File: src/rtl/lsu_pkg.sv
// ============================================================================
// Module   : lsu_pkg
// Purpose  : Shared RV32I load/store encodings, FSM state type, size decoder.
// Revision : 1.0 - initial release
// ============================================================================
`default_nettype none

package lsu_pkg;

  localparam logic [2:0] F3_B  = 3'b000;
  localparam logic [2:0] F3_H  = 3'b001;
  localparam logic [2:0] F3_W  = 3'b010;
  localparam logic [2:0] F3_BU = 3'b100;
  localparam logic [2:0] F3_HU = 3'b101;

  typedef enum logic [0:0] {
    IDLE   = 1'b0,
    SECOND = 1'b1
  } lsu_state_t;

  // Access size in bytes; 0 marks an illegal funct3.
  function automatic logic [2:0] size_of(input logic [2:0] funct3);
    case (funct3)
      F3_B, F3_BU: size_of = 3'd1;
      F3_H, F3_HU: size_of = 3'd2;
      F3_W:        size_of = 3'd4;
      default:     size_of = 3'd0;
    endcase
  endfunction

endpackage

`default_nettype wire

File: src/rtl/lsu_load_extend.sv
// ============================================================================
// Module   : lsu_load_extend
// Purpose  : Sign/zero extension of a right-justified load word by funct3.
// Revision : 1.0 - initial release
// ============================================================================
`default_nettype none

module lsu_load_extend
  import lsu_pkg::*;
(
  input  logic [2:0]  funct3_i,
  input  logic [31:0] data_i,
  output logic [31:0] data_o
);

  always_comb begin
    case (funct3_i)
      F3_B:    data_o = {{24{data_i[7]}}, data_i[7:0]};
      F3_H:    data_o = {{16{data_i[15]}}, data_i[15:0]};
      F3_BU:   data_o = {24'd0, data_i[7:0]};
      F3_HU:   data_o = {16'd0, data_i[15:0]};
      default: data_o = data_i;
    endcase
  end

endmodule

`default_nettype wire

File: src/rtl/load_store_unit.sv
// ============================================================================
// Module   : load_store_unit
// Purpose  : RV32I load/store to word-aligned memory, splitting crossing accesses.
// Revision : 1.0 - initial release
// ============================================================================
`default_nettype none

module load_store_unit
  import lsu_pkg::*;
#(
  parameter bit          SPLIT_EN = 1'b1,
  parameter logic [31:0] ERR_DATA = 32'hDEADBEEF
) (
  input  logic        clk,
  input  logic        rst,
  input  logic        req_valid_i,
  input  logic        req_we_i,
  input  logic [2:0]  funct3_i,
  input  logic [31:0] addr_i,
  input  logic [31:0] wr_data_i,
  output logic        stall_o,
  output logic [31:0] rd_data_o,
  output logic        rd_valid_o,
  output logic        err_o,
  output logic [31:0] mem_addr_o,
  output logic        mem_wr_en_o,
  output logic [3:0]  mem_byte_en_o,
  output logic [31:0] mem_wr_data_o,
  input  logic [31:0] mem_rd_data_i
);

  lsu_state_t  r_state;
  lsu_state_t  w_state_next;
  logic [31:0] r_capture;

  logic [2:0]  w_size;
  logic [1:0]  w_off;
  logic [3:0]  w_end;
  logic        w_legal;
  logic        w_cross;
  logic [3:0]  w_mask;
  logic [7:0]  w_be_wide;
  logic [63:0] w_wd_wide;
  logic [31:0] w_base;
  logic [31:0] w_first_rd;
  logic [31:0] w_second_rd;
  logic [31:0] w_ext_in;
  logic [31:0] w_ext_out;

  assign w_size  = size_of(funct3_i);
  assign w_off   = addr_i[1:0];
  assign w_end   = {2'b00, w_off} + {1'b0, w_size};
  assign w_legal = (w_size != 3'd0);
  assign w_cross = (w_end > 4'd4);
  assign w_base  = {addr_i[31:2], 2'b00};

  always_comb begin
    case (w_size)
      3'd1:    w_mask = 4'b0001;
      3'd2:    w_mask = 4'b0011;
      default: w_mask = 4'b1111;
    endcase
  end

  // Low half of the wide vectors serves the first word, high half the next one.
  assign w_be_wide = {4'b0000, w_mask} << w_off;
  assign w_wd_wide = {32'd0, wr_data_i} << {w_off, 3'b000};

  assign w_first_rd  = mem_rd_data_i >> {w_off, 3'b000};
  assign w_second_rd = r_capture | (mem_rd_data_i << (6'd32 - {1'b0, w_off, 3'b000}));
  assign w_ext_in    = (r_state == SECOND) ? w_second_rd : w_first_rd;

  lsu_load_extend u_extend (
    .funct3_i (funct3_i),
    .data_i   (w_ext_in),
    .data_o   (w_ext_out)
  );

  always_comb begin
    w_state_next  = IDLE;
    stall_o       = 1'b0;
    rd_valid_o    = 1'b0;
    err_o         = 1'b0;
    rd_data_o     = 32'd0;
    mem_addr_o    = w_base;
    mem_wr_en_o   = 1'b0;
    mem_byte_en_o = 4'b0000;
    mem_wr_data_o = w_wd_wide[31:0];
    if (!rst && req_valid_i) begin
      if (r_state == SECOND) begin
        mem_addr_o    = w_base + 32'd4;
        mem_byte_en_o = w_be_wide[7:4];
        mem_wr_data_o = w_wd_wide[63:32];
        mem_wr_en_o   = req_we_i;
        rd_valid_o    = !req_we_i;
        rd_data_o     = req_we_i ? 32'd0 : w_ext_out;
      end else if (!w_legal || (w_cross && SPLIT_EN == 1'b0)) begin
        err_o      = 1'b1;
        rd_valid_o = !req_we_i;
        rd_data_o  = req_we_i ? 32'd0 : ERR_DATA;
      end else begin
        mem_byte_en_o = w_be_wide[3:0];
        mem_wr_en_o   = req_we_i;
        if (w_cross) begin
          stall_o      = 1'b1;
          w_state_next = SECOND;
        end else begin
          rd_valid_o = !req_we_i;
          rd_data_o  = req_we_i ? 32'd0 : w_ext_out;
        end
      end
    end
  end

  always_ff @(posedge clk or posedge rst) begin
    if (rst) begin
      r_state   <= IDLE;
      r_capture <= 32'd0;
    end else begin
      r_state <= w_state_next;
      if (r_state == IDLE && w_state_next == SECOND)
        r_capture <= w_first_rd;
    end
  end

endmodule

`default_nettype wire

File: config.mk
export PLATFORM = sky130hd
export DESIGN_NAME = load_store_unit
export DESIGN_NICKNAME = d
export VERILOG_FILES = /design/src/rtl/lsu_pkg.sv /design/src/rtl/lsu_load_extend.sv /design/src/rtl/load_store_unit.sv
export SDC_FILE = /design/constraint.sdc
export NUM_CORES = 1
export LEC_CHECK = 0
export BUFFER_PORTS_ARGS = -buffer_cell sky130_fd_sc_hd__clkbuf_2
export CORE_MARGIN = 4
export CORE_UTILIZATION = 50
export CTS_CLUSTER_DIAMETER = 60
export DETAILED_ROUTE_END_ITERATION = 7
export PLACE_DENSITY = 0.85
export REMOVE_ABC_BUFFERS = 1
export SYNTH_ARGS = -nofsm -noshare
export SYNTH_HDL_FRONTEND = slang
export SYNTH_HIERARCHICAL = 1
export SYNTH_SLANG_ARGS = --single-unit
File: constraint.sdc
create_clock -name clk -period 5.4 [get_ports clk]
set_input_delay 0.27 -clock clk [delete_from_list [all_inputs] [get_ports clk]]
set_output_delay 0.27 -clock clk [all_outputs]
set_load 0.01 [all_outputs]
==> results of run 1 <==
## power by group
part	total (mW)	internal [mW]	leakage, nW	switching (mW)
clock network	0.192	0.0918	0.0395	0.100
registers	0.351	0.318	0.419	0.0324
logic	0.523	0.221	2.50	0.302
total	1.07	0.631	2.96	0.435
## layout by cell type, fill, tap and decap left out, types with 11 or more instances in the layout
cell	synthesis	routed
mux2i_1	72	72
nor3_1	21	20
mux2_2	40	40
a31oi_1	40	40
nor2_1	80	80
a21oi_1	53	53
dfrtp_1	33	33
a211oi_1	11	11
clkbuf_2	2	202
xor2_1	20	20
nand2_1	56	56
o21ai_0	59	59
inv_1	23	23
nand3_1	28	28
buf_4	11	16
## sequential cells by signal, summed over array words and instances, names as in the netlist
| signal | count |
|---|---|
| r_state | 1 |
| r_capture | 32 |
## layer usage
metal	part of all wire, %	track usage, %
met1	37	36.1
met2	48	50.5
met3	11	5.57
met4	3.7	13.4
met5	0	0
## logic make-up after synthesis
group	Yosys count	synth area share (%)
AND/OR/NAND/NOR	239	22.1
AO/OA/AOI/OAI	195	22.8
multiplexers	113	23.3
buffers and inverters	100	9.18
flip-flops	33	16.2
XOR/XNOR	29	4.99
adder cells (fa/ha/maj)	5	1.38
other	1	0.0736
## metrics by stage
step | setup WS [ns] | utilization [%] | hold slack [ns] | instances
2_1_floorplan | 1.45 | - | 0.424 | 640
3_3_place_gp | 1.72 | 61.3 | 0.422 | 992
3_5_place_dp | 1.67 | 61.3 | 0.428 | 992
4_1_cts | 1.67 | 62.1 | 0.111 | 1000
5_1_grt | 1.36 | 62.1 | 0.136 | 1001
6_report | 1.57 | 62.1 | 0.101 | 1001
## worst register-to-register path, stage by stage, from the launching register on
cell,delay [ns]
dfrtp_1,0.39
buf_4,0.32
a211oi_4,0.24
buf_4,0.47
mux2_2,0.42
## final timing paths
check / slack (ns) / end / start / depth (start not counted)
max in group asynchronous: 4.95 / r_capture[25]$_DFFE_PP0P_ / rst / 3
min in group clk: 0.28 / r_capture[31]$_DFFE_PP0P_ / mem_rd_data_i[31] / 3
worst min register to register: 0.51 / r_capture[27]$_DFFE_PP0P_ / r_capture[27]$_DFFE_PP0P_ / 1
worst max-delay path: 1.57 / rd_data_o[27] / addr_i[0] / 13
worst max register to register: 3.46 / r_capture[26]$_DFFE_PP0P_ / r_state$_DFF_PP0_ / 4
worst min-delay path: 0.10 / r_capture[5]$_DFFE_PP0P_ / rst / 3
## layout make-up
type                            count  area (um^2)  share of cell area (%)
Tap cell                          133          166                    2.72
Inverter                           24         90.1                    1.47
Clock buffer                        8         80.1                    1.31
Timing Repair Buffer              219         1140                    18.5
Antenna cell                        1         2.50                  0.0409
Multi-Input combinational cell    583         3820                    62.4
Sequential cell                    33          826                    13.5
## cell usage after synthesis (20+ instances only)
cell and n:
nor3_1 21, xor2_1 20, inv_1 23, nand2_1 56, dfrtp_1 33, a21oi_1 53, mux2i_1 72, o21ai_0 59
nand3_1 28, mux2_2 40, clkbuf_1 39, a31oi_1 40, nor2_1 80
==> flow_summary.yaml, run 1 <==
timing:
  final.setup.tns_ns: 0
  rsz0062_at_grt: "no"
  finalClockSkew_ns: 0.00551
  max_freq_mhz: 261
  period_share_pct: 71.0
  slew-limit-headroom_pct: 37.9
  tightest_slew_ns: 0.914
  fin_crit_ns: 3.83
  slew_violations: 0
  setup_violations: 0
  hold_viol: 0
routing:
  vias_per_cell: 6.16
  first_pass_iters: 5
  wl_mm: 18.1
  routedWlPerCell_um: 18.1
  drtIter0Drc: 690
  vias: 6164
  ant_nets: 0
  route.detailed.drc: 0
layout:
  area_growth_pct: 20.2
  fin_area_um2: 6120
  fin_nets: 974
  fillerInstances: 940
  layout-drive-gt1-share_pct: 31.8
worst_setup_path:
  crit_arrival_ns: 3.56
  slowest_delay_ns: 0.72
  cpMaxStageDelayCell: "mux2i_2"
  path_buf_inv: 4
  end_kind: "primary output"
  cp_top_family: "simple AND/OR/NAND/NOR gates"
  cp_cell_sequence: "buf_4, clkinv_1, buf_4, ha_1, or2_2, nor2_1, or3_1, o21a_1, mux2i_2, o21ai_0, a31oi_1, nor2_1, clkbuf_2"
  worst-path-max-fanout: 17
  path_class: "input port to primary output"
  start_kind: "input port"
  critPathRequiredTime_ns: 5.13
global_routing:
  grt_pass1_wl_mm: 28.5
  grt_util_all_layers_pct: 29.6
  grt-ovfl-total: 0
  grt_pass1_vias: 5693
  grt_max_degree: 99
  antenna_found_initial: 1
floorplanning:
  rows: 36
  core_area_um2: 9860
  ios: 207
  die_w_um: 109
  start_util_pct: 51.6
  dieArea_um2: 11900
  die_y_um: 109
synthesis:
  synth_seq_cells: 33
  synth.top_cell.area_share_pct: 16.2
  synth_area_per_cell_um2: 7.13
  yosysWarnings: 6
  synth.largest_area_cell: "dfrtp_1"
  synth_area_um2: 5090
  async_reset_ff_share_pct: 100
  synth_edf_count: 0
  postSynthCellCount: 715
  synth_cell_types: 50
  synthFlopType: "dfrtp_1"
  yosysSeqAreaShare_pct: 16.2
  ys_top_cells_by_area: "dfrtp_1 16%, mux2i_1 14%, mux2_2 8.8%"
min_path:
  min_path_type: "input port to asynchronous set/reset pin"
power_and_ir_drop:
  p_per_area_nw_per_um2: 174
  p_leak_nw: 2.96
  ir_drop_mv: 0.112
  fin_total_pwr_mw: 1.07
outcome:
  outcome: "finished, final reports clean"
clock_network:
  cts_setup_buffers: 0
  clock-sinks: 33
  postCtsHoldBufs: 0
  cts-root-buf: "clkbuf_8"
  htree_levels: 2
  path_clk_slew_ns: 0.07
  clock_latency_ns: 0.29
  cts_tree: "built"
  cts-resized-gates: 0
  clock_path_buffers: 2
  cts_buffers: 5
placement:
  gp_congestion: 0.941
  port_buffers: 204
  hpwl_mm: 13.2
  placed_cell_area_um2: 6040
run:
  maxCapViolCount: 0
(Power assumes the default switching activity.)
==> run 2: changes to the inputs <==
ABC_AREA = 1   (was unset)
CORE_UTILIZATION = 46   (was 50)
PLACE_DENSITY = 0.82   (was 0.85)
clock period = 3.4 ns   (was 5.4 ns; I/O delays follow)
==> run 2 against run 1 <==
Effect of this change:
- utilization fell by 4.0 points
- critical path depth fell by 2
- clock power rose to 2.5 times the previous value
- cell area rose by 4.6%
- critical path type unchanged
- largest cell class unchanged
==> flow_summary.yaml, run 2 <==
routing:
  route.detailed.drc: 0
  wl_mm: 17.7
  vias: 6804
  vias_per_cell: 5.54
  first_pass_iters: 6
  drtIter0Drc: 677
  routedWlPerCell_um: 14.4
  ant_nets: 0
layout:
  final_common_cell: "nand2_1"
  fin_nets: 1195
  reg_top3: "r_capture (32), r_state (1)"
  area_growth_pct: 21.1
  n_antenna_cell: 0
  utilization_pct: 58.1
  top_register: "r_capture"
  layout_common_cells: "270 x nand2_1, 204 x clkbuf_2, 82 x inv_1"
  largest_reg_flops: 32
  layout-drive-gt1-share_pct: 25.5
power_and_ir_drop:
  p_leak_nw: 3.45
  p_per_area_nw_per_um2: 279
  p_comb_share_pct: 43.1
  ir_drop_mv: 0.215
  swShare_pct: 39.4
  power_frac_seq_pct: 29.8
  p_sw_mw: 0.704
  intPower_mw: 1.08
  fin_total_pwr_mw: 1.79
  pwr-share-clk_pct: 27.1
clock_network:
  postCtsHoldBufs: 1
  cts-resized-gates: 0
  clock-sinks: 33
  clock_latency_ns: 0.28
  htree_levels: 2
  cts_setup_buffers: 0
  cts_buffers: 5
  path_clk_slew_ns: 0.05
  cts-root-buf: "clkbuf_16"
  clock_path_buffers: 2
  cts_tree: "built"
synthesis:
  ys_top_cells_by_area: "nand2_1 19%, dfrtp_1 16%, o21ai_0 7.6%"
  synth_area_per_cell_um2: 5.69
  yosysSeqAreaShare_pct: 15.6
  synth_top_cells_by_count: "270 x nand2_1, 83 x inv_1, 80 x o21ai_0"
  yosysWarnings: 6
  synth_cell_types: 41
  synth.largest_area_cell: "nand2_1"
  postSynthCellCount: 930
  async_reset_ff_share_pct: 100
  synth_area_um2: 5290
  synth_edf_count: 0
  synthFlopType: "dfrtp_1"
  synth.top_cell.area_share_pct: 19.2
  yosysMostFrequentCell: "nand2_1"
  synth_seq_cells: 33
timing:
  setup_violations: 0
  hold_viol: 0
  final.setup.worst_slack_ns: 0.483
  rsz0062_at_grt: "no"
  period_share_pct: 85.8
  max_freq_mhz: 343
  finalClockSkew_ns: 0.00165
  slew-limit-headroom_pct: 42.9
  fin_crit_ns: 2.92
  slew_violations: 0
  tightest_slew_ns: 0.854
floorplanning:
  rows: 38
  ios: 207
  die_y_um: 115
  die_w_um: 115
  core_area_um2: 11000
  start_util_pct: 48.0
  dieArea_um2: 13300
placement:
  port_buffers: 204
  gp_congestion: 0.941
  post-place-ws_ns: 0.544
  hpwl_mm: 13.1
global_routing:
  antenna_found_initial: 0
  grt_pass1_vias: 6189
  grt-ovfl-total: 0
  grt_max_degree: 67
  grt_util_all_layers_pct: 26.2
  grt_pass1_wl_mm: 29.0
outcome:
  outcome: "finished, final reports clean"
worst_setup_path:
  rrSetupSlack_ns: 0.92
  r2r-end: "r_capture[16]$_DFFE_PP0P_"
  worstReg2RegStart: "r_state$_DFF_PP0_"
  crit_arrival_ns: 2.75
  start_kind: "input port"
  end_kind: "primary output"
  crit_start: "funct3_i[1]"
  critPathCapture: "stall_o"
  path_class: "input port to primary output"
  worst-path-max-fanout: 27
  critPathRequiredTime_ns: 3.23
  worstRegToRegCells: 7
run:
  maxCapViolCount: 0
min_path:
  min_path_type: "input port to flip-flop"
run 2: worst max-delay path: stages:
cell	delay, ns
clkbuf_2	0.25
buf_4	0.30
nor2_1	0.11
fa_1	0.53
o21ai_0	0.10
o21ai_2	0.09
nand3_4	0.30
nor2_2	0.20
nand2_2	0.21
inv_2	0.28
clkbuf_2	0.19
run 2: kinds of logic after synthesis:
| family | synth area share [%] |
|---|---|
| mux | 1.51 |
| simple gates | 39.0 |
| fa+ha+maj | 1.32 |
| compound gates | 24.9 |
| buf+inv | 14.0 |
| flops | 15.6 |
| other cells | 0.0709 |
| xor+xnor | 3.64 |
run 2: how the worst min path moves through the flow:
stage	from	to	slack (ns)	cells after the start
floorplan	addr_i[1]	r_capture[24]$_DFFE_PP0P_	0.33	3
global placement	rst	r_capture[7]$_DFFE_PP0P_	0.13	2
detailed placement	rst	r_capture[17]$_DFFE_PP0P_	0.12	2
CTS	mem_rd_data_i[30]	r_capture[14]$_DFFE_PP0P_	0.25	3
global route	mem_rd_data_i[30]	r_capture[14]$_DFFE_PP0P_	0.28	3
finish	mem_rd_data_i[30]	r_capture[14]$_DFFE_PP0P_	0.26	3
run 2: power by group through the flow:
stage | combinational, mW | sequential, mW | clock [mW]
global placement | 0.746 | 0.533 | 0
floorplan | 0.464 | 0.524 | 0
global route | 0.867 | 0.543 | 0.509
finish | 0.769 | 0.533 | 0.484
CTS | 0.765 | 0.530 | 0.488
detailed placement | 0.761 | 0.535 | 0
run 2: layout make-up:
class / instances / area, um^2
clock buffers: 7 / 153
clock inverters: 1 / 5.00
fillers: 1152 / 4630
inverters: 90 / 338
multi-input cells: 734 / 3730
flip-flops and latches: 33 / 826
well taps: 140 / 175
repair buffers: 223 / 1180
run 2: per-stage QoR:
stage                     std cells  hold WS, ns  setup TNS (ns)  instance area, um^2
after floorplan                 857        0.334          -12.80                 4890
final                          1228        0.255               0                 6400
after global placement         1219        0.130               0                 6240
after CTS                      1228        0.248               0                 6400
after global routing           1228        0.283               0                 6400
after detailed placement       1219        0.123               0                 6240
run 2: metal layers:
layer	routed length (um)	vias up	GRT usage, %	share of wire (%)
met2	8450	344	45.5	48
met4	460	0	6.65	2.6
met3	1680	52	3.00	9.5
met1	7070	3027	34.8	40
li1	-	3381	-	-
met5	0	-	0	0
==> run 3: changes to the inputs <==
ABC_AREA = unset   (was 1)
PLACE_DENSITY = 0.83   (was 0.82)
==> run 3 against run 2 <==
Effect of this change:
- non-clock buffer count rose by 4
- global-route usage fell by 0.12 points
- combinational power rose by 9.2%
- sequential share of layout area increased by 0.32 points
- via count down 10%
- count of clock-buffer cells in the layout fell by 1
- die area shrank 3.4%
- sequential power rose by 4.3%
==> flow_summary.yaml, run 3 (same netlist as run 1, synthesis figures left out) <==
outcome:
  outcome: "finished, final reports clean"
layout:
  reg_top3: "r_capture (32), r_state (1)"
  top_register: "r_capture"
  layout-drive-gt1-share_pct: 32.9
  fin_area_um2: 6260
  fin_nets: 982
  final_common_cell: "clkbuf_2"
  fin_cells: 1015
  largest_reg_flops: 32
  n_antenna_cell: 0
  area_growth_pct: 22.9
  layout_common_cells: "202 x clkbuf_2, 80 x nor2_1, 72 x mux2i_1"
  utilization_pct: 57.8
routing:
  vias: 6106
  vias_per_cell: 6.02
  first_pass_iters: 7
  wl_mm: 17.9
  routedWlPerCell_um: 17.6
  drtIter0Drc: 506
  ant_nets: 0
  route.detailed.drc: 0
worst_setup_path:
  worstReg2RegStart: "r_state$_DFF_PP0_"
  cp_cell_sequence: "buf_4, clkinv_1, ha_1, or2_2, nor2_1, a21oi_1, o21ai_0, or4b_4, nand2_1, inv_1, nor3_1, clkbuf_2"
  path_buf_inv: 4
  r2r-end: "r_capture[24]$_DFFE_PP0P_"
  end_kind: "primary output"
  worst-path-max-fanout: 17
  path_class: "input port to primary output"
  cp_top_family: "simple AND/OR/NAND/NOR gates"
  slowest_delay_ns: 0.61
  start_kind: "input port"
  worstRegToRegCells: 3
  cpMaxStageDelayCell: "or4b_4"
  rrSetupSlack_ns: 1.67
  crit_arrival_ns: 2.77
  critPathRequiredTime_ns: 3.23
global_routing:
  antenna_found_initial: 0
  grt_pass1_vias: 5601
  grt_util_all_layers_pct: 26.1
  grtUsageMet1_pct: 31.8
  use_met3_pct: 4.81
  grt-ovfl-total: 0
  grt_pass1_wl_mm: 27.7
  grt-busiest-layer: "met2"
  grt_max_degree: 90
  use_met2_pct: 44.3
timing:
  hold_slack_ns: 0.184
  slew_violations: 0
  fin_crit_ns: 2.94
  max_freq_mhz: 341
  period_share_pct: 86.4
  setup_violations: 0
  rsz0062_at_grt: "no"
  final.setup.tns_ns: 0
  tightest_slew_ns: 0.807
  hold_viol: 0
  finalClockSkew_ns: 0.00965
  slew-limit-headroom_pct: 46.2
  final.setup.worst_slack_ns: 0.464
clock_network:
  clock-sinks: 33
  cts_tree: "built"
  clock_latency_ns: 0.30
  htree_levels: 2
  cts-root-buf: "clkbuf_8"
  cts-resized-gates: 0
  cts_buffers: 5
  postCtsHoldBufs: 1
  cts_setup_buffers: 0
  clock_path_buffers: 2
  path_clk_slew_ns: 0.08
placement:
  place_inst: 1006
  gp_congestion: 0.904
  post-place-ws_ns: 0.472
  port_buffers: 204
  placed_cell_area_um2: 6130
  hpwl_mm: 12.9
floorplanning:
  core_area_um2: 10800
  die_w_um: 113
  rows: 38
  ios: 207
  dieArea_um2: 12800
  start_util_pct: 47.0
  die_y_um: 113
run:
  maxCapViolCount: 0
power_and_ir_drop:
  ir_drop_mv: 0.198
  fin_total_pwr_mw: 1.81
  p_per_area_nw_per_um2: 289
  p_leak_nw: 3.02
min_path:
  min_path_type: "input port to flip-flop"
  holdPathEnd: "r_capture[31]$_DFFE_PP0P_"
  hold_depth: 3
  hp-start: "mem_rd_data_i[31]"
## run 3: cell count changes in the layout (fill, tap and decap cells not counted), moves of 15 or more
cell / previous run / this run
mux2_2: 0 / 40
inv_1: 82 / 23
nand3_1: 78 / 28
nand2_1: 270 / 56
o21ai_2: 15 / 0
o21ai_0: 80 / 59
a31oi_1: 17 / 40
mux2i_1: 8 / 72
a21oi_1: 74 / 53
## run 3: how the worst max path moves through the flow
| stage | endpoint | depth (start not counted) | start |
|---|---|---|---|
| finish | rd_data_o[8] | 12 | addr_i[0] |
| global route | rd_data_o[8] | 12 | addr_i[0] |
| CTS | rd_data_o[14] | 12 | addr_i[0] |
| detailed placement | rd_data_o[8] | 12 | addr_i[0] |
| global placement | rd_data_o[14] | 12 | addr_i[0] |
| floorplan | rd_data_o[14] | 4 | r_state$_DFF_PP0_ |
## run 3: metal layers
metal  share of wire [%]  routed length (um)
met1                  38                6800
met2                  47                8400
met3                  10                1850
met4                 4.5                 809
met5                   0                   0
## run 3: area by class of cell
type / count / area, um^2
Tap cell: 140 / 175
Clock inverter: 2 / 37.5
Inverter: 24 / 90.1
Sequential cell: 33 / 827
Multi-Input combinational cell: 583 / 3820
Timing Repair Buffer: 227 / 1220
Clock buffer: 6 / 82.6
Fill cell: 1041 / 4580
## run 3: power breakdown
part / internal (mW) / leakage, nW / switching, mW
clock network: 0.239 / 0.0574 / 0.172
registers: 0.505 / 0.417 / 0.0507
logic: 0.361 / 2.54 / 0.480
## run 3: worst min-delay path, delay by kind of cell
| kind | cells | cell delay, ns |
|---|---|---|
| buf+inv | 1 | 0.11 |
| mux | 1 | 0.07 |
| simple gates | 1 | 0.08 |
